### config.mk
export PLATFORM = sky130hd
export DESIGN_NAME = noc_inject_arbiter_flat
export DESIGN_NICKNAME = d
export VERILOG_FILES = /design/src/rtl/noc_inject_arbiter_if.sv /design/src/rtl/noc_inject_arbiter.sv /design/src/flat_wrapper.sv
export SDC_FILE = /design/constraint.sdc
export NUM_CORES = 1
export LEC_CHECK = 0
export BUFFER_PORTS_ARGS = -buffer_cell sky130_fd_sc_hd__buf_2
export CAP_MARGIN = 30
export CORE_ASPECT_RATIO = 1.2
export CORE_UTILIZATION = 40
export CTS_BUF_LIST = sky130_fd_sc_hd__clkbuf_16
export DETAILED_ROUTE_END_ITERATION = 7
export HOLD_SLACK_MARGIN = 0.15
export PLACE_DENSITY_LB_ADDON = 0.05
export SYNTH_ARGS = -nofsm -noshare
export SYNTH_HDL_FRONTEND = slang
export SYNTH_SLANG_ARGS = --single-unit
### constraint.sdc
create_clock -name clk -period 2.86 [get_ports clk]
set_input_delay 0.572 -clock clk [delete_from_list [all_inputs] [get_ports clk]]
set_output_delay 0.572 -clock clk [all_outputs]
set_load 0.02 [all_outputs]
### src/rtl/noc_inject_arbiter_if.sv
// Requester-side bundle of the tile injection arbiter: per-requester flit
// handshake, downstream stall and the registered router-facing outputs.
interface noc_inject_arbiter_if #(
  parameter int unsigned NUM_REQ = 4,
  parameter int unsigned FLIT_W  = 12
) ();
  localparam int unsigned IdW = $clog2(NUM_REQ);

  logic [NUM_REQ-1:0]        req_valid;
  logic [NUM_REQ*FLIT_W-1:0] req_flit;
  logic [NUM_REQ-1:0]        req_last;
  logic [NUM_REQ-1:0]        req_ready;
  logic                      stall;
  logic [FLIT_W:0]           outdata_p;
  logic [IdW-1:0]            grant_id;
  logic                      busy;
  logic                      trunc_err;

  // Requesters and router side (testbench / surrounding tile logic).
  modport master (
    output req_valid, req_flit, req_last, stall,
    input  req_ready, outdata_p, grant_id, busy, trunc_err
  );

  // The arbiter itself.
  modport slave (
    input  req_valid, req_flit, req_last, stall,
    output req_ready, outdata_p, grant_id, busy, trunc_err
  );
endinterface

### src/rtl/noc_inject_arbiter.sv
// Packet-granular round-robin arbiter for a tile's local router injection port.
// A grant is locked from the first flit until the owner's last flit (or a forced
// release at MAX_PKT_LEN flits), so packets never interleave at the router.
module noc_inject_arbiter #(
  parameter int unsigned NUM_REQ     = 4,
  parameter int unsigned FLIT_W      = 12,
  parameter int unsigned MAX_PKT_LEN = 8
) (
  input logic                clk,
  input logic                rst,
  noc_inject_arbiter_if.slave bus
);
  localparam int unsigned IdW  = $clog2(NUM_REQ);
  localparam int unsigned CntW = $clog2(MAX_PKT_LEN) + 1;

  typedef enum logic [0:0] {StIdle, StPkt} state_e;

  state_e              state_q, state_d;
  logic [IdW-1:0]      rr_q, rr_d;
  logic [IdW-1:0]      grant_q, grant_d;
  logic [CntW-1:0]     count_q, count_d;
  logic [FLIT_W:0]     out_q, out_d;
  logic                trunc_q, trunc_d;

  logic                cand_found;
  logic [IdW-1:0]      cand;
  logic [IdW-1:0]      sel;
  logic                go;
  logic                accept;
  logic [NUM_REQ-1:0]  ready;
  logic [FLIT_W-1:0]   acc_flit;
  logic                acc_last;
  logic [IdW-1:0]      sel_inc;

  // Round-robin search for the first valid requester at or above rr_q (wrapping).
  always_comb begin
    int unsigned idx;
    cand_found = 1'b0;
    cand       = '0;
    idx        = 0;
    for (int unsigned k = 0; k < NUM_REQ; k++) begin
      idx = (32'(rr_q) + k) % NUM_REQ;
      if (!cand_found && bus.req_valid[idx]) begin
        cand_found = 1'b1;
        cand       = IdW'(idx);
      end
    end
  end

  // Grant decode: the locked owner in PKT, the fresh candidate in IDLE.
  always_comb begin
    sel      = (state_q == StPkt) ? grant_q : cand;
    go       = !rst && !bus.stall && ((state_q == StPkt) || cand_found);
    ready    = '0;
    if (go) ready[sel] = 1'b1;
    accept   = go && bus.req_valid[sel];
    acc_flit = bus.req_flit[32'(sel)*FLIT_W +: FLIT_W];
    acc_last = bus.req_last[sel];
    sel_inc  = (sel == IdW'(NUM_REQ - 1)) ? '0 : sel + 1'b1;
  end

  // Next-state: packet lock, round-robin pointer, flit count and output flit.
  always_comb begin
    state_d = state_q;
    rr_d    = rr_q;
    grant_d = grant_q;
    count_d = count_q;
    trunc_d = 1'b0;
    out_d   = '0;
    if (accept) begin
      out_d   = {1'b1, acc_flit};
      grant_d = sel;
      if (state_q == StIdle) begin
        count_d = CntW'(1);
        if (acc_last) rr_d = sel_inc;
        else          state_d = StPkt;
      end else begin
        count_d = count_q + 1'b1;
        if (acc_last) begin
          state_d = StIdle;
          rr_d    = sel_inc;
        end else if (count_q == CntW'(MAX_PKT_LEN - 1)) begin
          // Forced release: this flit still goes out, the packet is cut here.
          state_d = StIdle;
          rr_d    = sel_inc;
          trunc_d = 1'b1;
        end
      end
    end
  end

  // State registers with synchronous reset; reset drops any packet in flight.
  always_ff @(posedge clk) begin
    if (rst) begin
      state_q <= StIdle;
      rr_q    <= '0;
      grant_q <= '0;
      count_q <= '0;
      out_q   <= '0;
      trunc_q <= 1'b0;
    end else begin
      state_q <= state_d;
      rr_q    <= rr_d;
      grant_q <= grant_d;
      count_q <= count_d;
      out_q   <= out_d;
      trunc_q <= trunc_d;
    end
  end

  assign bus.req_ready = ready;
  assign bus.outdata_p = out_q;
  assign bus.grant_id  = grant_q;
  assign bus.busy      = (state_q == StPkt);
  assign bus.trunc_err = trunc_q;

endmodule

### src/flat_wrapper.sv
// flat-port wrapper written by rule: the top's interface ports become plain ports
module noc_inject_arbiter_flat 
#(
  parameter int unsigned NUM_REQ     = 4,
  parameter int unsigned FLIT_W      = 12,
  parameter int unsigned MAX_PKT_LEN = 8
)
  (clk, rst, bus_req_valid, bus_req_flit, bus_req_last, bus_stall, bus_req_ready, bus_outdata_p, bus_grant_id, bus_busy, bus_trunc_err);
  noc_inject_arbiter_if #(.NUM_REQ(NUM_REQ), .FLIT_W(FLIT_W)) bus_i ();
  input logic clk;
  input logic rst;
  input wire logic [$bits(bus_i.req_valid)-1:0] bus_req_valid;
  input wire logic [$bits(bus_i.req_flit)-1:0] bus_req_flit;
  input wire logic [$bits(bus_i.req_last)-1:0] bus_req_last;
  input wire logic [$bits(bus_i.stall)-1:0] bus_stall;
  output wire logic [$bits(bus_i.req_ready)-1:0] bus_req_ready;
  output wire logic [$bits(bus_i.outdata_p)-1:0] bus_outdata_p;
  output wire logic [$bits(bus_i.grant_id)-1:0] bus_grant_id;
  output wire logic [$bits(bus_i.busy)-1:0] bus_busy;
  output wire logic [$bits(bus_i.trunc_err)-1:0] bus_trunc_err;
  assign bus_i.req_valid = bus_req_valid;
  assign bus_i.req_flit = bus_req_flit;
  assign bus_i.req_last = bus_req_last;
  assign bus_i.stall = bus_stall;
  assign bus_req_ready = bus_i.req_ready;
  assign bus_outdata_p = bus_i.outdata_p;
  assign bus_grant_id = bus_i.grant_id;
  assign bus_busy = bus_i.busy;
  assign bus_trunc_err = bus_i.trunc_err;
  noc_inject_arbiter #(.NUM_REQ(NUM_REQ), .FLIT_W(FLIT_W), .MAX_PKT_LEN(MAX_PKT_LEN)) u_core (.clk(clk), .rst(rst), .bus(bus_i));
endmodule
==> Word-level counts from Yosys, hierarchy flattened <==
Index checks and enable logic that the tools add are counted.
{ "totals": {"regBits": 23, "out_inout_bits": 21} }
{ "op_classes": {"addsub": 5, "n_mul": 1, "order_cmp": 6, "n_eq_ne": 2, "n_shift": 1, "mux": 36, "bitwise": 2, "reduce_logical": 18} }
{ "ops": {"columns": ["op", "count"], "rows": [
  ["$shiftx A48 B7 Y12", 1],
  ["$mux W2", 10],
  ["$mux W1", 16],
  ["$lt A2 B3 Y1 const B", 5],
  ["$mux W13", 1],
  ["$bmux W1 S2", 6],
  ["$mux W4", 2],
  ["$logic_and A1 B1 Y1", 7],
  ["$logic_not A1 Y1", 5],
  ["$add A2 B1 Y2 const B", 2],
  ["$add A2 B2 Y2 const B", 2],
  ["$add A4 B1 Y4 const B", 1],
  ["$eq A4 B3 Y1 const B", 1],
  ["$mul A2 B2 Y4 const B", 1],
  ["$reduce_bool A2 Y1", 2],
  ["$reduce_or A4 Y1", 1],
  ["$reduce_and A3 Y1", 1],
  ["$demux W1 S2", 1],
  ["$eq A2 B2 Y1 const B", 1],
  ["$ge A2 B1 Y1 const B", 1],
  ["$not A1 Y1", 2],
  ["$reduce_or A2 Y1", 1],
  ["$logic_or A1 B1 Y1", 1]
]} }

==> Longest topological paths before layout <==
Gate-level depths: netlist of run 1.
{ "depth": {"word_depth": 18, "depth_mapped": 11, "ltp_nobuf": 9} }

==> Worst setup path after synthesis of run 1 <==
OpenSTA, ideal clock, no wires.
{ "synth_path": {"path_kind": "input -> output", "startpoint": "in bus_req_valid[0]", "endpoint": "out bus_req_ready[2]", "t_arrival_ns": 1.962, "slack_ns": 0.326, "stages": 8, "path_buffers": 2, "cell_sequence": "o21bai_1 a32o_2 o21ai_4 inv_2 buf_6 clkbuf_1 ha_1 and2_1"} }
{ "synth_via": {"elab_chain_len": 18, "elab_cells_between_ends": 31} }
{ "synth_lines": {"columns": ["element", "line", "text"], "rows": [
  ["from (decl)", "flat_wrapper.sv:12", "input wire logic [$bits(bus_i.req_valid)-1:0] bus_req_valid;"],
  ["$bmux W1 S2", "noc_inject_arbiter.sv:43", "if (!cand_found && bus.req_valid[idx]) begin"],
  ["$mux W1 (not written as such)", "noc_inject_arbiter.sv:43", null],
  ["$mux W1", "noc_inject_arbiter.sv:43", null],
  ["$logic_not A1 Y1", "noc_inject_arbiter.sv:43", null],
  ["$logic_and A1 B1 Y1", "noc_inject_arbiter.sv:43", null],
  ["$mux W1", "noc_inject_arbiter.sv:43", null],
  ["$logic_not A1 Y1", "noc_inject_arbiter.sv:43", null],
  ["$logic_and A1 B1 Y1", "noc_inject_arbiter.sv:43", null],
  ["(+2 left out)", null, null],
  ["$logic_and A1 B1 Y1", "noc_inject_arbiter.sv:43", null],
  ["$mux W2", "noc_inject_arbiter.sv:43", null],
  ["$mux W2", "noc_inject_arbiter.sv:52", "sel = (state_q == StPkt) ? grant_q : cand;"],
  ["$lt A2 B3 Y1 (not written as such) or $ge A2 B1 Y1 (tied branches)", "noc_inject_arbiter.sv:55", "if (go) ready[sel] = 1'b1;"],
  ["$logic_and A1 B1 Y1 (not written as such)", "noc_inject_arbiter.sv:55", null],
  ["$mux W1 (not written as such)", "noc_inject_arbiter.sv:55", null],
  ["$demux W1 S2", null, null],
  ["$mux W4 (*)", "noc_inject_arbiter.sv:55", null],
  ["to (decl)", "flat_wrapper.sv:16", "output wire logic [$bits(bus_i.req_ready)-1:0] bus_req_ready;"]
]} }
Every way passes the cells marked *; elsewhere a longest branch is shown, timed or not. The select of a mux whose other input is x is not followed.

==> Worst setup path in the final report of run 1 <==
{ "layout_path": {"startpoint": "reg u_core.state_q (netlist: u_core.bus.busy)", "endpoint": "out bus_req_ready[3]"} }
{ "layout_via": {"elab_chain_len": 6, "elab_cells_between_ends": 9} }
{ "layout_lines": {"columns": ["element", "line", "text"], "rows": [
  ["from (decl)", "noc_inject_arbiter.sv:18", "state_e state_q, state_d;"],
  ["from (signal assigned)", "noc_inject_arbiter.sv:95", "state_q <= StIdle;"],
  ["from (signal assigned)", "noc_inject_arbiter.sv:102", "state_q <= state_d;"],
  ["$mux W2", "noc_inject_arbiter.sv:52", null],
  ["$lt A2 B3 Y1 (not written as such) or $ge A2 B1 Y1 (tied branches)", "noc_inject_arbiter.sv:55", null],
  ["$logic_and A1 B1 Y1 (not written as such)", "noc_inject_arbiter.sv:55", null],
  ["$mux W1 (not written as such)", "noc_inject_arbiter.sv:55", null],
  ["$demux W1 S2", null, null],
  ["$mux W4 (*)", "noc_inject_arbiter.sv:55", null]
]} }
Every way passes the cells marked *; elsewhere a longest branch is shown, timed or not.

==> flow_summary.yaml, run 1 <==
worst_setup_path:
  crit_chain: "mux2i_1, o31a_1, a21o_2, clkinv_4, ha_1, and2_1, buf_2"
  crit_arrival_ns: 2.11
  crit_type: "flop to output port"
  cp-start-kind: "flop"
  cpPeakStageDelay_ns: 0.58
  crit_start: "u_core.bus.busy$_SDFFE_PP0P_"
  crit_fanout: 14
  critPathCaptureType: "output port"
  rr_startpoint: "u_core.bus.busy$_SDFFE_PP0P_"
  crit_path_top_delay_cell: "dfxtp_1"
  worst_ep_required_time_ns: 2.29
logic_synthesis:
  yosysMostFrequentCell: "a211oi_1"
  syn_area_per_cell_um2: 8.94
  yosysTopAreaCell: "dfxtp_1"
  postSynth.asyncResetShare_pct: 0
  muxShareOfSynthArea_pct: 12.0
  synth-adder-area-share_pct: 4.35
  ys_types: 42
  synth_xor_area_share_pct: 0
  synth_edf_count: 0
  synth_area_leaders: "dfxtp_1 32%, a211oi_1 13%, mux2i_1 10%, and2_1 7.4%, ha_1 4.3%"
  ys_ff_latch: 23
  synth_top_area_share_pct: 32.0
  ys_top_cells_by_count: "25 x a211oi_1, 23 x dfxtp_1, 17 x and2_1, 15 x mux2i_1, 9 x nor2_1"
  synth_top_family_by_area: "compound AO/OA/AOI/OAI gates"
  syn-cell-area_um2: 1440
  netlist_instances: 161
  ys.flop_type: "dfxtp_1"
  yosys_warnings: 0
  synth_compound_area_share_pct: 28.6
  syn-num-nets: 225
  yosys.area_share.simple_pct: 15.9
  yosysSeqAreaShare_pct: 32.0
placed_design:
  gp_congestion: 0.821
  portBuffers: 79
  dp_worst_setup_slack_ns: 0.274
  dp.cells: 273
  place_hpwl_mm: 3.03
cells_and_area:
  layout.nets: 305
  instances_no_fill: 277
  area_growth_pct: 35.5
  antenna_cells: 0
  drive_gt1_share_pct: 40.4
cts:
  cts_max_path_buffers: 2
  clock_latency_ns: 0.25
  cts.sinks: 23
  cts_root_buf: "clkbuf_16"
  cts_setup_buffers: 0
  cts_tree: "done"
  clk_pin_slew_worst_paths_ns: 0.06
  htreeDepth: 1
  cts_resized: 0
  cts_buffers: 3
  cts_hold_buf: 0
pwr:
  p_clk_share_pct: 19.0
  swShare_pct: 40.8
  p_switching_uw: 645
  peakVddDrop_v: 0.000407
  internal_power_uw: 934
  finalPower_uw: 1580
  seqPwrFrac_pct: 28.4
  p_per_area_nw_per_um2: 810
  comb_power_share_pct: 52.6
  p_leak_uw: 0.000978
outcome:
  violations: "DRC"
  status: "complete, but fails checks"
timing:
  setup_viol: 0
  worst_pin_slew_ns: 0.422
  hold_viol: 0
  fin_crit_ns: 2.68
  finalCritPeriodShare_pct: 93.6
  holdWs_ns: 0.492
  slew_headroom_pct: 71.9
  finalSetupTns_ns: 0
  clock.fmax_ghz: 0.373
  fin_ws_ns: 0.182
  report.final.slew_viol_count: 0
  fin_skew_ns: 0.00519
  rsz0062_at_grt: "false"
global_route:
  gr-total-overflow: 0
  grt_pass1_vias: 1442
  grt_usage_pct: 19.5
  grt_pass1_wl_mm: 5.80
  use_met2_pct: 40.2
  use_met3_pct: 4.02
  busiest_layer: "met2"
  met1_usage_pct: 18.3
  antenna_found_initial: 0
  grt_start_max_net_pins: 19
die:
  coreArea_um2: 3400
  io_pins: 80
  die_w_um: 56.8
  std_cell_rows: 23
  die_y_um: 67.7
  dieArea_um2: 3840
  start_util_pct: 42.4
detailed_routing:
  viasPerCell: 5.54
  drt-total-wl_mm: 3.71
  drc: 7
  wl_per_cell_um: 13.4
  drt_iter0_drc: 70
  postRouteAntennaNets: 0
  vias: 1535
  firstDrtPassIters: 6
min_path:
  min-delay-start: "u_core.count_q[3]$_SDFFE_PP0P_"
  hold_path_class: "flop to flop"
flow_run:
  drv_cap: 0
[critical path, delay by kind of cell (launching register included)]
kind / cells / cell delay [ns]
adder cells (fa/ha/maj): 1 / 0.23
AO/OA/AOI/OAI: 2 / 0.36
buffers and inverters: 2 / 0.29
multiplexers: 1 / 0.27
flip-flops: 1 / 0.58
AND/OR/NAND/NOR: 1 / 0.13
[metal layers]
| layer | part of all wire [%] | wire length (um) |
|---|---|---|
| met5 | 0 | 0 |
| met4 | 2.5 | 91 |
| met3 | 6.7 | 249 |
| met2 | 55 | 2030 |
| met1 | 36 | 1340 |
[area by class of cell]
type                            instances  area (um2)
Multi-Input combinational cell        118         876
Tap cell                               37        46.3
Clock inverter                          1        5.00
Timing Repair Buffer                   86         448
Sequential cell                        23         460
Fill cell                             332        1450
Clock buffer                            3        75.1
Inverter                                9        38.8
[metrics by stage]
step           cell area, um2  utilization [%]
3_3_place_gp             1870             55.0
4_1_cts                  1950             57.4
2_1_floorplan            1440                -
3_5_place_dp             1870             55.0
6_report                 1950             57.4
5_1_grt                  1950             57.4
[flip-flops by register name, indices dropped and copies added (netlist names)]
name / cells
u_core.bus.outdata_p: 13
u_core.count_q: 4
u_core.bus.grant_id: 2
u_core.rr_q: 2
u_core.bus.busy: 1
u_core.bus.trunc_err: 1
[power groups by stage]
stage	Sequential, uW	Clock, uW	Combinational [uW]
4_1_cts	447	307	839
6_report	448	300	830
5_1_grt	456	322	917
3_3_place_gp	452	0	817
2_1_floorplan	509	0	557
3_5_place_dp	452	0	835
[cells by family after synthesis]
group / Yosys count
fa+ha+maj: 5
flops: 23
compound gates: 55
buf+inv: 20
simple gates: 41
mux: 17
[cell usage in the layout, fill, tap and decap left out, types with 2 or more instances in the layout]
cell and count:
o21bai_1 3, nor2_1 9, a211oi_1 25, nand3_1 2
o21ai_0 4, clkbuf_16 3, nand4b_1 2, o211a_1 2
buf_4 7, inv_1 7, mux2i_1 15, nand2_1 3
ha_1 5, dfxtp_1 23, nor2b_1 2, buf_2 79
o211ai_1 2, and2_1 17, a21oi_1 7
[worst paths after layout]
kind | endpoint | slack (ns) | cells after the start
worst min register to register | u_core.count_q[3]$_SDFFE_PP0P_ | 0.49 | 2
worst max-delay path | bus_req_ready[3] | 0.18 | 7
worst min-delay path | u_core.count_q[3]$_SDFFE_PP0P_ | 0.49 | 2
worst max register to register | u_core.rr_q[1]$_SDFFE_PP0P_ | 0.45 | 8
Power figures use the tool's default switching activity.
==> run 2: changes to the inputs <==
--- a/config.mk
+++ b/config.mk
@@ -5,7 +5,7 @@
 export SDC_FILE = /design/constraint.sdc
 export NUM_CORES = 1
 export LEC_CHECK = 0
-export BUFFER_PORTS_ARGS = -buffer_cell sky130_fd_sc_hd__buf_2
+export BUFFER_PORTS_ARGS = -buffer_cell sky130_fd_sc_hd__buf_4
 export CAP_MARGIN = 30
 export CORE_ASPECT_RATIO = 1.2
 export CORE_UTILIZATION = 40
==> flow_summary.yaml, run 2 (synthesized netlist as in run 1, its figures left out) <==
pwr:
  p_per_area_nw_per_um2: 765
  p_leak_uw: 0.00103
  peakVddDrop_v: 0.000369
detailed_routing:
  met1_length_mm: 1.47
  postRouteAntennaNets: 0
  top_layer: "met4"
  wl_per_cell_um: 13.7
  drt-total-wl_mm: 3.78
  firstDrtPassIters: 6
  met2_length_mm: 2.07
  drt_iter0_drc: 46
  drc: 6
  vias: 1517
  dr_wl_met3_um: 216
  viasPerCell: 5.48
global_route:
  grt_pass1_vias: 1503
  grt_start_max_net_pins: 19
  grt_pass1_wl_mm: 6.20
  gr-total-overflow: 0
  antenna_found_initial: 0
  grt_usage_pct: 20.2
worst_setup_path:
  crit_arrival_ns: 2.07
  critPathCaptureType: "output port"
  crit_type: "flop to output port"
  crit_fanout: 18
  cp-start-kind: "flop"
  worst_ep_required_time_ns: 2.29
cells_and_area:
  fill_cells: 303
  finish.utilization_pct: 63.2
  fin_area_um2: 2150
  layout_common_cells: "86 x buf_4, 25 x a211oi_1, 23 x dfxtp_1"
  largest_reg_flops: 13
  final_common_cell: "buf_4"
  drive_gt1_share_pct: 40.4
  antenna_cells: 0
  layout.nets: 305
  multi_input_area_um2: 876
  seq_area_um2: 460
  area_growth_pct: 49.2
placed_design:
  dpl_cell_area_um2: 2070
  gp_congestion: 0.860
  portBuffers: 79
  place_hpwl_mm: 3.11
  dp_worst_setup_slack_ns: 0.266
flow_run:
  drv_cap: 0
cts:
  clk_pin_slew_worst_paths_ns: 0.06
  clock_latency_ns: 0.25
  htreeDepth: 1
  cts_resized: 0
  cts_tree: "done"
  cts_root_buf: "clkbuf_16"
  cts_max_path_buffers: 2
  cts_hold_buf: 0
  cts.sinks: 23
  cts_buffers: 3
  cts_setup_buffers: 0
timing:
  finalCritPeriodShare_pct: 92.6
  fin_skew_ns: 0.00145
  slew_headroom_pct: 71.8
  hold_viol: 0
  setup_viol: 0
  worst_pin_slew_ns: 0.422
  fin_crit_ns: 2.65
  finalSetupTns_ns: 0
  report.final.slew_viol_count: 0
  rsz0062_at_grt: "false"
  fin_ws_ns: 0.213
  clock.fmax_ghz: 0.378
die:
  dieArea_um2: 3840
  die_w_um: 56.8
  io_pins: 80
  std_cell_rows: 23
  coreArea_um2: 3400
  die_y_um: 67.7
  start_util_pct: 42.4
outcome:
  violations: "DRC"
  status: "complete, but fails checks"
min_path:
  hold_path_class: "flop to flop"
## run 2: cell counts in the layout (fill, tap and decap cells not counted)
No cell type changed its count.
## run 2: through the flow
stage | std cells | total power [uW] | hold slack (ns)
2_1_floorplan | 161 | 1070 | 0.449
3_3_place_gp | 273 | 1340 | 0.465
3_5_place_dp | 273 | 1360 | 0.470
4_1_cts | 277 | 1660 | 0.479
5_1_grt | 277 | 1760 | 0.523
6_report | 277 | 1640 | 0.482
## run 2: final cells by class
cell class | instances | area share, %
clock buffer | 3 | 3.50
clock inverter | 1 | 0.233
inverter | 9 | 1.81
multi-input combinational | 118 | 40.8
sequential | 23 | 21.4
tap | 37 | 2.16
timing repair buffer | 86 | 30.1
## run 2: worst max-delay path, cell delays in order (launching register included)
cell and delay [ns]:
dfxtp_1 0.58, mux2i_1 0.24, o31a_1 0.15, a21o_2 0.18
clkinv_4 0.16, ha_1 0.24, and2_1 0.14, buf_4 0.15
## run 2: power breakdown
| part | switching (uW) | leakage, uW | internal (uW) |
|---|---|---|---|
| Sequential | 54.3 | 0.000188 | 397 |
| Combinational | 482 | 0.000801 | 411 |
| Clock | 112 | 0.0000409 | 188 |
## run 2: per-layer routing
layer / up-vias / GRT usage (%)
li1: 752 / -
met1: 703 / 20.8
met2: 58 / 42.1
met3: 4 / 3.26
met4: 0 / 5.18
met5: - / 0
## run 2: path summary, 6_finish.rpt
check / endpoint / slack [ns] / start / depth (start not counted)
setup / recovery: bus_req_ready[3] / 0.21 / u_core.bus.busy$_SDFFE_PP0P_ / 7
hold / removal: u_core.bus.grant_id[1]$_SDFFE_PP0P_ / 0.48 / u_core.bus.grant_id[1]$_SDFFE_PP0P_ / 2
setup reg to reg: u_core.bus.busy$_SDFFE_PP0P_ / 0.51 / u_core.bus.busy$_SDFFE_PP0P_ / 9
hold reg to reg: u_core.bus.grant_id[1]$_SDFFE_PP0P_ / 0.48 / u_core.bus.grant_id[1]$_SDFFE_PP0P_ / 2
==> run 3: changes to the inputs <==
--- a/config.mk
+++ b/config.mk
@@ -8,9 +8,10 @@
 export BUFFER_PORTS_ARGS = -buffer_cell sky130_fd_sc_hd__buf_4
 export CAP_MARGIN = 30
 export CORE_ASPECT_RATIO = 1.2
-export CORE_UTILIZATION = 40
+export CORE_UTILIZATION = 30
 export CTS_BUF_LIST = sky130_fd_sc_hd__clkbuf_16
 export DETAILED_ROUTE_END_ITERATION = 7
+export GPL_ROUTABILITY_DRIVEN = 0
 export HOLD_SLACK_MARGIN = 0.15
 export PLACE_DENSITY_LB_ADDON = 0.05
 export SYNTH_ARGS = -nofsm -noshare
==> constraint.sdc (replaced) <==
create_clock -name clk -period 2.7 [get_ports clk]
set_input_delay 0.54 -clock clk [delete_from_list [all_inputs] [get_ports clk]]
set_output_delay 0.54 -clock clk [all_outputs]
set_load 0.02 [all_outputs]
==> flow_summary.yaml, run 3 (synthesized netlist as in run 1, its figures left out) <==
outcome:
  status: "complete, no violations"
cells_and_area:
  instances_no_fill: 299
  fill_cells: 476
  largest_reg_flops: 13
  final_common_cell: "buf_4"
  drive_gt1_share_pct: 41.1
  area_growth_pct: 51.7
  layout.nets: 306
  layout_common_cells: "87 x buf_4, 25 x a211oi_1, 22 x dfxtp_1"
  antenna_cells: 0
pwr:
  internal_power_uw: 1060
  seqPwrFrac_pct: 27.0
  p_leak_uw: 0.00103
  p_clk_share_pct: 18.6
  p_switching_uw: 706
  peakVddDrop_v: 0.000259
  p_per_area_nw_per_um2: 810
  comb_power_share_pct: 54.4
  swShare_pct: 39.9
worst_setup_path:
  crit_fanout: 11
  crit_arrival_ns: 2.03
  ff2ff_path_depth: 8
  critPathCaptureType: "output port"
  cp-start-kind: "flop"
  crit_type: "flop to output port"
  worst_ep_required_time_ns: 2.16
  regToRegEndpoint: "u_core.rr_q[1]$_SDFFE_PP0P_"
  rr_startpoint: "u_core.rr_q[1]$_SDFFE_PP0P_"
  r2r_slack_ns: 0.38
  crit_start: "u_core.rr_q[1]$_SDFFE_PP0P_"
cts:
  clock_latency_ns: 0.26
  clk_pin_slew_worst_paths_ns: 0.06
  cts_tree: "done"
  cts.sinks: 23
  htreeDepth: 1
  cts_hold_buf: 0
  cts_buffers: 3
  cts_root_buf: "clkbuf_16"
  cts_max_path_buffers: 2
min_path:
  min-delay-start: "u_core.bus.grant_id[1]$_SDFFE_PP0P_"
  holdPathEnd: "u_core.bus.grant_id[1]$_SDFFE_PP0P_"
  hold_path_class: "flop to flop"
  min_path_cells: 2
global_route:
  grt_usage_pct: 16.3
  met1_usage_pct: 16.0
  grt_pass1_vias: 1572
  grt_pass1_wl_mm: 6.61
  busiest_layer: "met2"
  use_met3_pct: 3.09
  antenna_found_initial: 0
  use_met2_pct: 32.6
  grt_start_max_net_pins: 21
  gr-total-overflow: 0
placed_design:
  portBuffers: 79
  place_hpwl_mm: 3.35
  dp.cells: 295
detailed_routing:
  vias: 1536
  drt_iter0_drc: 18
  drc: 0
  viasPerCell: 5.14
  postRouteAntennaNets: 0
  wl_per_cell_um: 13.8
  firstDrtPassIters: 4
  drt-total-wl_mm: 4.14
timing:
  setup_viol: 0
  finalCritPeriodShare_pct: 95.1
  fin_skew_ns: 0.00320
  hold_viol: 0
  rsz0062_at_grt: "false"
  clock.fmax_ghz: 0.389
  finalSetupTns_ns: 0
  fin_crit_ns: 2.57
  worst_pin_slew_ns: 0.348
  slew_headroom_pct: 76.6
  report.final.slew_viol_count: 0
die:
  start_util_pct: 31.3
  die_y_um: 77.9
  coreArea_um2: 4590
  dieArea_um2: 5080
  std_cell_rows: 27
  die_w_um: 65.2
  io_pins: 80
flow_run:
  drv_cap: 0
## run 3: changes by cell type in the layout (fill, tap and decap cells not counted), sizes merged
cell	before	now
buf	86	87
## run 3: routing by layer
| metal | vias up | share of wire, % | wire (um) |
|---|---|---|---|
| met2 | 47 | 57 | 2340 |
| met4 | 0 | 0.46 | 19 |
| met5 | - | 0 | 0 |
| met1 | 733 | 37 | 1540 |
| li1 | 754 | - | - |
| met3 | 2 | 5.8 | 241 |
## run 3: repair_timing
action	4_1_cts	5_1_grt
resized for setup	0	1
buffers inserted	0	0
hold endpoints to repair	0	0
setup endpoints to repair	0	2
## run 3: worst max-delay path by stage
stage               slack, ns                           to  cells past startpoint
global placement         0.24             bus_req_ready[2]                      8
global route            0.005             bus_req_ready[2]                      7
floorplan                0.23             bus_req_ready[2]                      8
CTS                      0.04             bus_req_ready[3]                      7
detailed placement       0.19  u_core.rr_q[1]$_SDFFE_PP0P_                      9
finish                   0.13             bus_req_ready[2]                      7
## run 3: layout make-up
type | instances | area, um2 | area share [%]
sequential | 23 | 462 | 21.2
timing repair buffer | 87 | 653 | 29.9
inverter | 9 | 38.8 | 1.78
tap | 58 | 72.6 | 3.33
clock inverter | 1 | 5.00 | 0.229
multi-input combinational | 118 | 876 | 40.1
clock buffer | 3 | 75.1 | 3.44
## run 3: stage by stage
| step | hold WS, ns | worst slack [ns] | utilization [%] | total power [uW] | area, um2 |
|---|---|---|---|---|---|
| 6_report | 0.479 | 0.132 | 47.5 | 1770 | 2180 |
| 5_1_grt | 0.506 | 0.00469 | 47.5 | 1890 | 2180 |
| 4_1_cts | 0.491 | 0.0447 | 47.5 | 1790 | 2180 |
| 3_5_place_dp | 0.482 | 0.186 | 45.7 | 1460 | 2100 |
| 3_3_place_gp | 0.462 | 0.238 | 45.7 | 1440 | 2100 |
| 2_1_floorplan | 0.449 | 0.230 | - | 1130 | 1440 |
## run 3: power by group through the flow
stage                     Sequential, uW  Clock, uW  Combinational (uW)
after floorplan                      539          0                 590
final                                478        328                 962
after global routing                 488        351                1050
after CTS                            478        335                 974
after detailed placement             484          0                 971
after global placement               484          0                 952
## run 3: critical path: stages, from the launching register on
cell	delay (ns)
dfxtp_1	0.49
mux2i_1	0.26
o221ai_2	0.18
o21ai_4	0.21
inv_2	0.14
ha_1	0.20
and2_1	0.14
buf_4	0.15
